===== config.mk =====
export PLATFORM = sky130hd
export DESIGN_NAME = vector_sweep_counter
export DESIGN_NICKNAME = d
export VERILOG_FILES = /design/src/rtl/truth_table_pkg.sv /design/src/rtl/truth_table_checker_sweep.sv
export SDC_FILE = /design/constraint.sdc
export NUM_CORES = 1
export LEC_CHECK = 0
export ABC_AREA = 1
export CAP_MARGIN = 5
export CORE_MARGIN = 4
export CORE_UTILIZATION = 57
export DETAILED_ROUTE_END_ITERATION = 8
export GPL_TIMING_DRIVEN = 0
export PLACE_DENSITY = 0.81
export SYNTH_ARGS = -nofsm -noshare
export SYNTH_HDL_FRONTEND = slang
export SYNTH_SLANG_ARGS = --single-unit

===== constraint.sdc =====
create_clock -name clk -period 3.1 [get_ports clk]
set_clock_uncertainty 0.2 [all_clocks]
set_input_delay 0.31 -clock clk [delete_from_list [all_inputs] [get_ports clk]]
set_output_delay 0.31 -clock clk [all_outputs]
set_load 0.01 [all_outputs]

===== src/rtl/truth_table_pkg.sv =====
// Shared constants and state type for the on-chip truth-table checker.
package truth_table_pkg;

  localparam int unsigned NUM_VECTORS = 32;
  localparam int unsigned VEC_W       = 5;
  localparam int unsigned CNT_W       = 6;

  // Expected F(A,B,C,D,G); zero at vectors 2, 4, 7, 13, 19, 24 and 26.
  localparam logic [NUM_VECTORS-1:0] FUNC_F_EXPECT = 32'hFAF7_DF6B;

  typedef enum logic [1:0] {
    IDLE,
    RUN,
    DONE
  } state_e;

endpackage


===== src/rtl/truth_table_checker_sweep.sv =====
// Vector index plus settle down-counter; flags the sample edge of each vector.
module vector_sweep_counter
  import truth_table_pkg::*;
#(
  parameter int unsigned SETTLE_CYCLES = 4
) (
  input  logic             clk,
  input  logic             rst,
  input  logic             load,
  input  logic             enable,
  output logic [VEC_W-1:0] stim,
  output logic             sample,
  output logic             last
);

  localparam logic [7:0] RELOAD = 8'(SETTLE_CYCLES - 1);

  logic [VEC_W-1:0] idx_q, idx_d;
  logic [7:0]       cnt_q, cnt_d;

  assign stim   = idx_q;
  assign last   = (idx_q == '1);
  assign sample = enable && (cnt_q == '0);

  always_comb begin
    idx_d = idx_q;
    cnt_d = cnt_q;
    if (load) begin
      idx_d = '0;
      cnt_d = RELOAD;
    end else if (enable) begin
      if (cnt_q != '0) begin
        cnt_d = cnt_q - 8'd1;
      end else if (!last) begin
        idx_d = idx_q + VEC_W'(1);
        cnt_d = RELOAD;
      end
    end
  end

  always_ff @(posedge clk) begin
    if (rst) begin
      idx_q <= '0;
      cnt_q <= '0;
    end else begin
      idx_q <= idx_d;
      cnt_q <= cnt_d;
    end
  end

endmodule


# Word level (Yosys, flattened, before mapping)
# Index checks and enable logic that the tools add are counted.
[word_totals]
register_bits = 13
latchBits = 0
ramBits = 0
romBits = 0
input_bits = 4
output_inout_bits = 7
wordCells = 22
n_memories = 0
[op_classes]
n_addsub = 2
n_mul = 0
div = 0
n_lt_le_gt_ge = 0
n_eq_ne = 3
shifts = 0
mux = 4
bitwise = 2
n_reduce_logical = 8
[op_table]
columns = ["op", "count"]
rows = [
  ["2-to-1 mux 8 bit", 2],
  ["zero test 8 bit", 1],
  ["nonzero test 8 bit", 1],
  ["subtractor 8 x 1 -> 8 bit, second input constant", 1],
  ["adder 5 x 1 -> 5 bit, second input constant", 1],
  ["equality test 5 bit, second input constant", 1],
  ["2-to-1 mux 2 bit", 2],
  ["AND reduction 2 bit", 2],
  ["!= test 3 x 2 -> 1 bit, second input constant", 1],
  ["AND reduction 3 bit", 1],
  ["!= test 2 x 1 -> 1 bit, second input constant", 1],
  ["inverter 1 bit", 2],
  ["nonzero test 2 bit", 1],
  ["OR reduction 2 bit", 1],
  ["logical AND 1 bit", 1],
]

# Depth between registers and ports, before layout
# Gate-level depths: netlist (run 1).
[depth]
depth_word = 5
mapped_depth = 11
mapped_depth_nobuf = 11

# Least setup slack after synthesis (run 1)
# OpenSTA, ideal clock, no wires.
[synth_timing]
kind = "reg2reg"
from = "register idx_q[0], in the netlist stim[0]"
to = "register cnt_q[0]"
arrival_time_ps = 1524
t_required_ps = 2791
setup_slack_ps = 1266
path_stages_with_launch = 12
period_less_slack_ps = 1834
path_cell_list = "dfxtp_1 ha_1 nand2_1 nor2_1 ha_1 inv_2 nor2_1 nand2_2 nand2_1 nand2_1 nand2_1 nor2_1"
[synth_between]
elab_chain_cells = 3
[synth_lines]
columns = ["item", "line_no", "text"]
rows = [
  ["start, declared", "truth_table_checker_sweep.sv:18", "logic [VEC_W-1:0] idx_q, idx_d;"],
  ["start signal, assigned", "truth_table_checker_sweep.sv:46", "idx_q <= idx_d;"],
  ["equality test 5 bit", "truth_table_checker_sweep.sv:22", "assign last = (idx_q == '1);"],
  ["named net last", "truth_table_checker_sweep.sv:13", "output logic last"],
  ["!= test 3 x 2 -> 1 bit (no line)", "n/a", ""],
  ["AND reduction 2 bit (no line)", "n/a", ""],
  ["end signal, assigned", "truth_table_checker_sweep.sv:47", "cnt_q <= cnt_d;"],
  ["end, declared", "truth_table_checker_sweep.sv:19", "logic [7:0] cnt_q, cnt_d;"],
]
# The timed path passes the listed nets, and every way through them passes these cells.
# A chain may end at the register's enable or synchronous reset.

# Worst setup path after layout (run 1)
[layout_timing]
from = "register cnt_q[0]"
to = "output sample"
[layout_between]
elab_chain_cells = 2
[layout_lines]
columns = ["item", "line_no", "text"]
rows = [
  ["zero test 8 bit", "truth_table_checker_sweep.sv:23", "assign sample = enable && (cnt_q == '0);"],
  ["logical AND 1 bit", "truth_table_checker_sweep.sv:23", ""],
  ["end, declared", "truth_table_checker_sweep.sv:12", "output logic sample,"],
]
# No other way between the ends.

==> results of run 1 <==
[cell families (layout without fill, tap and decap cells)]
kind of cell | Yosys count | after routing
compound gates | 8 | 8
xor+xnor | 3 | 3
fa+ha+maj | 3 | 3
buf+inv | 24 | 38
flops | 13 | 13
simple gates | 74 | 74
[critical path, stage by stage, from the launching register on]
cell and delay [ns]:
dfxtp_1 0.32, inv_1 0.09, ha_1 0.24, nand2_2 0.12
inv_1 0.08, nand2_2 0.08, nor2_4 0.14, clkdlybuf4s50_1 0.55
[power groups by stage]
stage          logic (W)  registers [W]  clock network (W)
6_report        0.000101       0.000181           0.000108
5_1_grt         0.000112       0.000182           0.000122
4_1_cts         0.000101       0.000181           0.000111
3_5_place_dp    0.000100       0.000185                  0
3_3_place_gp   0.0000979       0.000185                  0
2_1_floorplan  0.0000781       0.000184                  0
[per-layer routing]
layer,vias to the layer above,GRT usage
li1,419,-
met1,358,0.2690
met2,19,0.3360
met3,4,0.03448
met4,0,0.04972
met5,-,0
[path summary, 6_finish.rpt]
check             end  cells after the start  slack, ns
min           stim[4]                      2       0.29
min reg2reg   stim[4]                      2       0.29
max reg2reg  cnt_q[5]                     10       1.22
max            sample                      7       0.69
[flip-flops by register name, indices dropped and copies added, names as in the netlist]
name,cells
cnt_q,8
stim,5
[cell usage in the layout, fill, tap and decap left out, types with 3 or more instances in the layout]
cell type / netlist / final
nor2_1: 15 / 15
clkbuf_4: 0 / 3
nand3_1: 11 / 11
nand4_1: 6 / 6
nand2_1: 26 / 26
nor2_2: 3 / 3
clkdlybuf4s50_1: 0 / 10
a21oi_1: 6 / 6
inv_2: 3 / 3
nand2_2: 5 / 5
ha_1: 3 / 3
dfxtp_1: 13 / 13
inv_1: 20 / 20
[final cells by class]
type	count	area, um2
buffer	1	11.26
clock buffer	4	26.28
fill	125	349.1
inverter	23	86.33
multi-input combinational	88	514.2
sequential	13	260.3
tap	15	18.77
timing repair buffer	10	100.1
[stage by stage]
step / std cells / hold WS [ns] / util
2_1_floorplan: 125 / 0.1791 / -
3_3_place_gp: 150 / 0.2679 / 0.7253
3_5_place_dp: 150 / 0.2761 / 0.7253
4_1_cts: 154 / 0.2892 / 0.7445
5_1_grt: 154 / 0.3163 / 0.7445
6_report: 154 / 0.2864 / 0.7445
==> results.cfg, run 1 <==
[outcome]
run_status = complete, no violations

[place]
dpl.hpwl_um = 1397
pre_cts_slack_ns = 0.7350
place_area_um2 = 991.0
io_buffers = 10
gp_congestion = 0.8359

[synth]
synthArstFlopShare = 0
yosys-top-cells-count = nand2_1, inv_1, nor2_1
synth_compound_area_frac = 0.05308
synth_cell_types = 21
yosys.area_share.adder = 0.04304
synth_top_family_by_area = simple AND/OR/NAND/NOR gates
synthSimpleGateAreaFrac = 0.4634
avgSynthCellArea_um2 = 6.977
synth_seq_area_share = 0.2984
postSynthCellCount = 125
synth_flop_cell = dfxtp_1
synth.ff_latch_count = 13
ys_top_cells_by_area = dfxtp_1, nand2_1, inv_1
synthesis.area_um2 = 872.1
synth_edf_count = 0
syn_nets = 132
yosysWarnings = 0
synth_top_area_cell = dfxtp_1
synth_xor_area_frac = 0.03013
synth.most_common_cell = nand2_1
yosysTopAreaCellShare = 0.2984
synthMuxAreaShare = 0

[clock_tree]
postCtsSetupRepairBufs = 0
cts_sinks = 13
cts_buffer_depth = 2
ctsResizeCount = 0
clk_latency_ns = 0.28
cts_tree = yes
cts_hold_buf = 0
clockRootBuffer = clkbuf_4
h-tree-depth = 1
cts_buffers = 3
clkTransAtPathRegs_ns = 0.09

[detailed_routing]
vias_per_cell = 5.195
wl_met3_um = 78
highest-signal-layer = met4
met1_length_um = 828
antenna_left = 0
drc = 0
routed_wl_um = 1802
vias = 800
dr.pass1.iters = 7
wire_per_inst_um = 11.70
drtIter0Drc = 23
wl_met2_um = 873

[critical_path]
worstPathRequired_ns = 2.59
worstPathArrival_ns = 1.90
reg2reg_from = stim[0]
endpoint_kind = output port
startpoint_type = register
crit_start = cnt_q[0]
critical_path_peak_fanout = 5
worst-setup-path-type = reg2out

[floorplan]
io_pins = 11
num_rows = 13
dieWidth_um = 47.12
die_area_mm2 = 0.002220
start_util = 0.6383
die_h_um = 47.12
core-area_mm2 = 0.001366

[global_route]
grt_first_pass_wirelength_um = 3160
grt_max_degree = 11
grt-ovfl-total = 0
antenna_found_initial = 0
grt_pass1_vias = 739
grt_usage = 0.2014

[power_and_ir_drop]
pwr-share-seq = 0.465
p_leak_nw = 0.4647
p_clk_frac = 0.277
powerDensity_mw_per_mm2 = 382.7
intPower_w = 0.0002627
power_switching_w = 0.0001266
p_sw_frac = 0.3253
ir_worst_vdd_v = 0.0002901
p_total_w = 0.0003893
pwr-share-comb = 0.258

[sta]
rsz0062_at_grt = false
setup_ws_ns = 0.6906
period_share = 0.7772
worst_slew_pin_slew_ns = 0.3255
timing.fmax_mhz = 415.0
finalSetupTns_ns = 0
drv_slew = 0
setup_viol_count_final = 0
period_minus_slack_ns = 2.409
hold_viol = 0
relSlewSlack = 0.7823

[cells_and_area]
fin_nets = 147
postLayoutCellArea_mm2 = 0.001017
drive_gt1_frac = 0.1655
area_growth_pct = 16.64
antenna_cells = 0

[flow_run]
maxCapViolCount = 0

[min_path]
hold_path.class = reg2reg
worstHoldStart = stim[4]
Power figures use the tool's default switching activity.
==> run 2, diff against run 1 <==
- CORE_UTILIZATION: 57 -> 53
- PLACE_DENSITY: 0.81 -> 0.76
- clock period: 3.1 -> 2.4 ns (I/O delays scaled with it)
==> run 2 against run 1 <==
Flip-flop and latch count unchanged. Sequential share of layout area down 0.13 points. Worst hold slack better by 0.0078 ns. Sequential power increased by 29%. Die area rose by 6.3%. Utilization shrank 7.0 points. Final area rose by 0.98%. Largest cell class unchanged. Largest power group unchanged.
==> results.cfg, run 2 (synthesis gave the netlist of run 1 again) <==
[outcome]
run_status = complete, no violations

[detailed_routing]
drtIter0Drc = 16
vias = 814
vias_per_cell = 5.252
wire_per_inst_um = 11.53
antenna_left = 0
routed_wl_um = 1787
drc = 0
dr.pass1.iters = 4

[sta]
period_share = 0.9488
hold_viol = 0
worst_slew_pin_slew_ns = 0.3159
period_minus_slack_ns = 2.277
relSlewSlack = 0.7887
setup_viol_count_final = 0
rsz0062_at_grt = false
finalSetupTns_ns = 0
timing.fmax_mhz = 439.1
drv_slew = 0

[flow_run]
maxCapViolCount = 0

[critical_path]
critical_path.cell_chain = ha_1, nand2_1, nor2_1, ha_2, clkdlybuf4s50_1
slowest_delay_ns = 0.55
worstPathArrival_ns = 1.84
endpoint_kind = output port
worst-setup-path-type = reg2out
critical_path_peak_fanout = 5
startpoint_type = register
crit_slowest_cell = clkdlybuf4s50_1
worstPathRequired_ns = 1.96

[floorplan]
core-area_mm2 = 0.001524
die_h_um = 48.57
io_pins = 11
die_area_mm2 = 0.002359
start_util = 0.5722
num_rows = 14
dieWidth_um = 48.57

[clock_tree]
clockRootBuffer = clkbuf_4
postCtsSetupRepairBufs = 0
cts_buffers = 3
clkTransAtPathRegs_ns = 0.08
h-tree-depth = 1
clk_latency_ns = 0.28
cts_buffer_depth = 2
cts_tree = yes
cts_sinks = 13

[cells_and_area]
area_growth_pct = 17.79
largest_reg_flops = 8
layout_commonest_cell = nand2_1
drive_gt1_frac = 0.1871
fin_nets = 147
antenna_cells = 0
top_register = cnt_q
fill_cells = 133
final_cell_mix = nand2_1, inv_1, nor2_1, dfxtp_1, nand3_1

[global_route]
grt_max_degree = 11
grt_first_pass_wirelength_um = 3208
grt_usage = 0.1677
grt_pass1_vias = 781
antenna_found_initial = 0
grt-ovfl-total = 0

[power_and_ir_drop]
p_total_w = 0.0005039
ir_worst_vdd_v = 0.0002953
powerDensity_mw_per_mm2 = 490.5
p_leak_nw = 0.4764

[place]
dpl.hpwl_um = 1358
gp_congestion = 0.8188
io_buffers = 10

[min_path]
hold_path.class = reg2reg
run 2: worst paths after layout:
check	cells past startpoint	start	endpoint	slack, ns
worst min register to register	2	stim[4]	stim[4]	0.29
worst max register to register	10	stim[0]	cnt_q[7]	0.57
worst max-delay path	5	stim[0]	last	0.12
worst min-delay path	2	stim[4]	stim[4]	0.29
run 2: layout make-up:
type	instances	area, um2	area share
inverters	23	86.33	0.08404
well taps	16	20.02	0.01949
clock buffers	4	26.28	0.02558
plain buffers	1	11.26	0.01096
multi-input cells	88	519.2	0.5055
repair buffers	10	102.6	0.09988
flip-flops and latches	13	261.5	0.2546
run 2: worst max-delay path, delay by kind of cell (launching register included):
kind	cells	cell delay (ns)
AND/OR/NAND/NOR	2	0.17
buffers and inverters	1	0.55
adder cells (fa/ha/maj)	2	0.44
flip-flops	1	0.40
run 2: repair_timing:
item	in CTS	in global routing
gates resized for setup	0	4
hold buffers	0	0
endpoints found under the setup margin	0	2
run 2: routing by layer:
metal / vias to the layer above / GRT usage / part of all wire
met5: - / 0 / 0
met4: 0 / 0.07175 / 0.0095
met3: 4 / 0.04294 / 0.047
met2: 19 / 0.2565 / 0.48
met1: 371 / 0.2206 / 0.46
li1: 420 / - / -
run 2: stage by stage:
| stage | instance area (um2) | std cells | hold slack, ns | worst slack, ns | util |
|---|---|---|---|---|---|
| 2_1_floorplan | 872.1 | 125 | 0.1091 | 0.5663 | - |
| 3_3_place_gp | 992.2 | 151 | 0.2688 | 0.1900 | 0.6511 |
| 3_5_place_dp | 992.2 | 151 | 0.2799 | 0.1968 | 0.6511 |
| 4_1_cts | 1018 | 155 | 0.2913 | 0.02219 | 0.6683 |
| 5_1_grt | 1027 | 155 | 0.3099 | 0.004818 | 0.6741 |
| 6_report | 1027 | 155 | 0.2943 | 0.1229 | 0.6741 |
run 2: power by group:
group	internal [W]	switching [W]	total (W)
clock network	0.0000645	0.0000742	0.000139
logic	0.0000517	0.0000796	0.000131
registers	0.000224	0.0000101	0.000234
total	0.000340	0.000164	0.000504
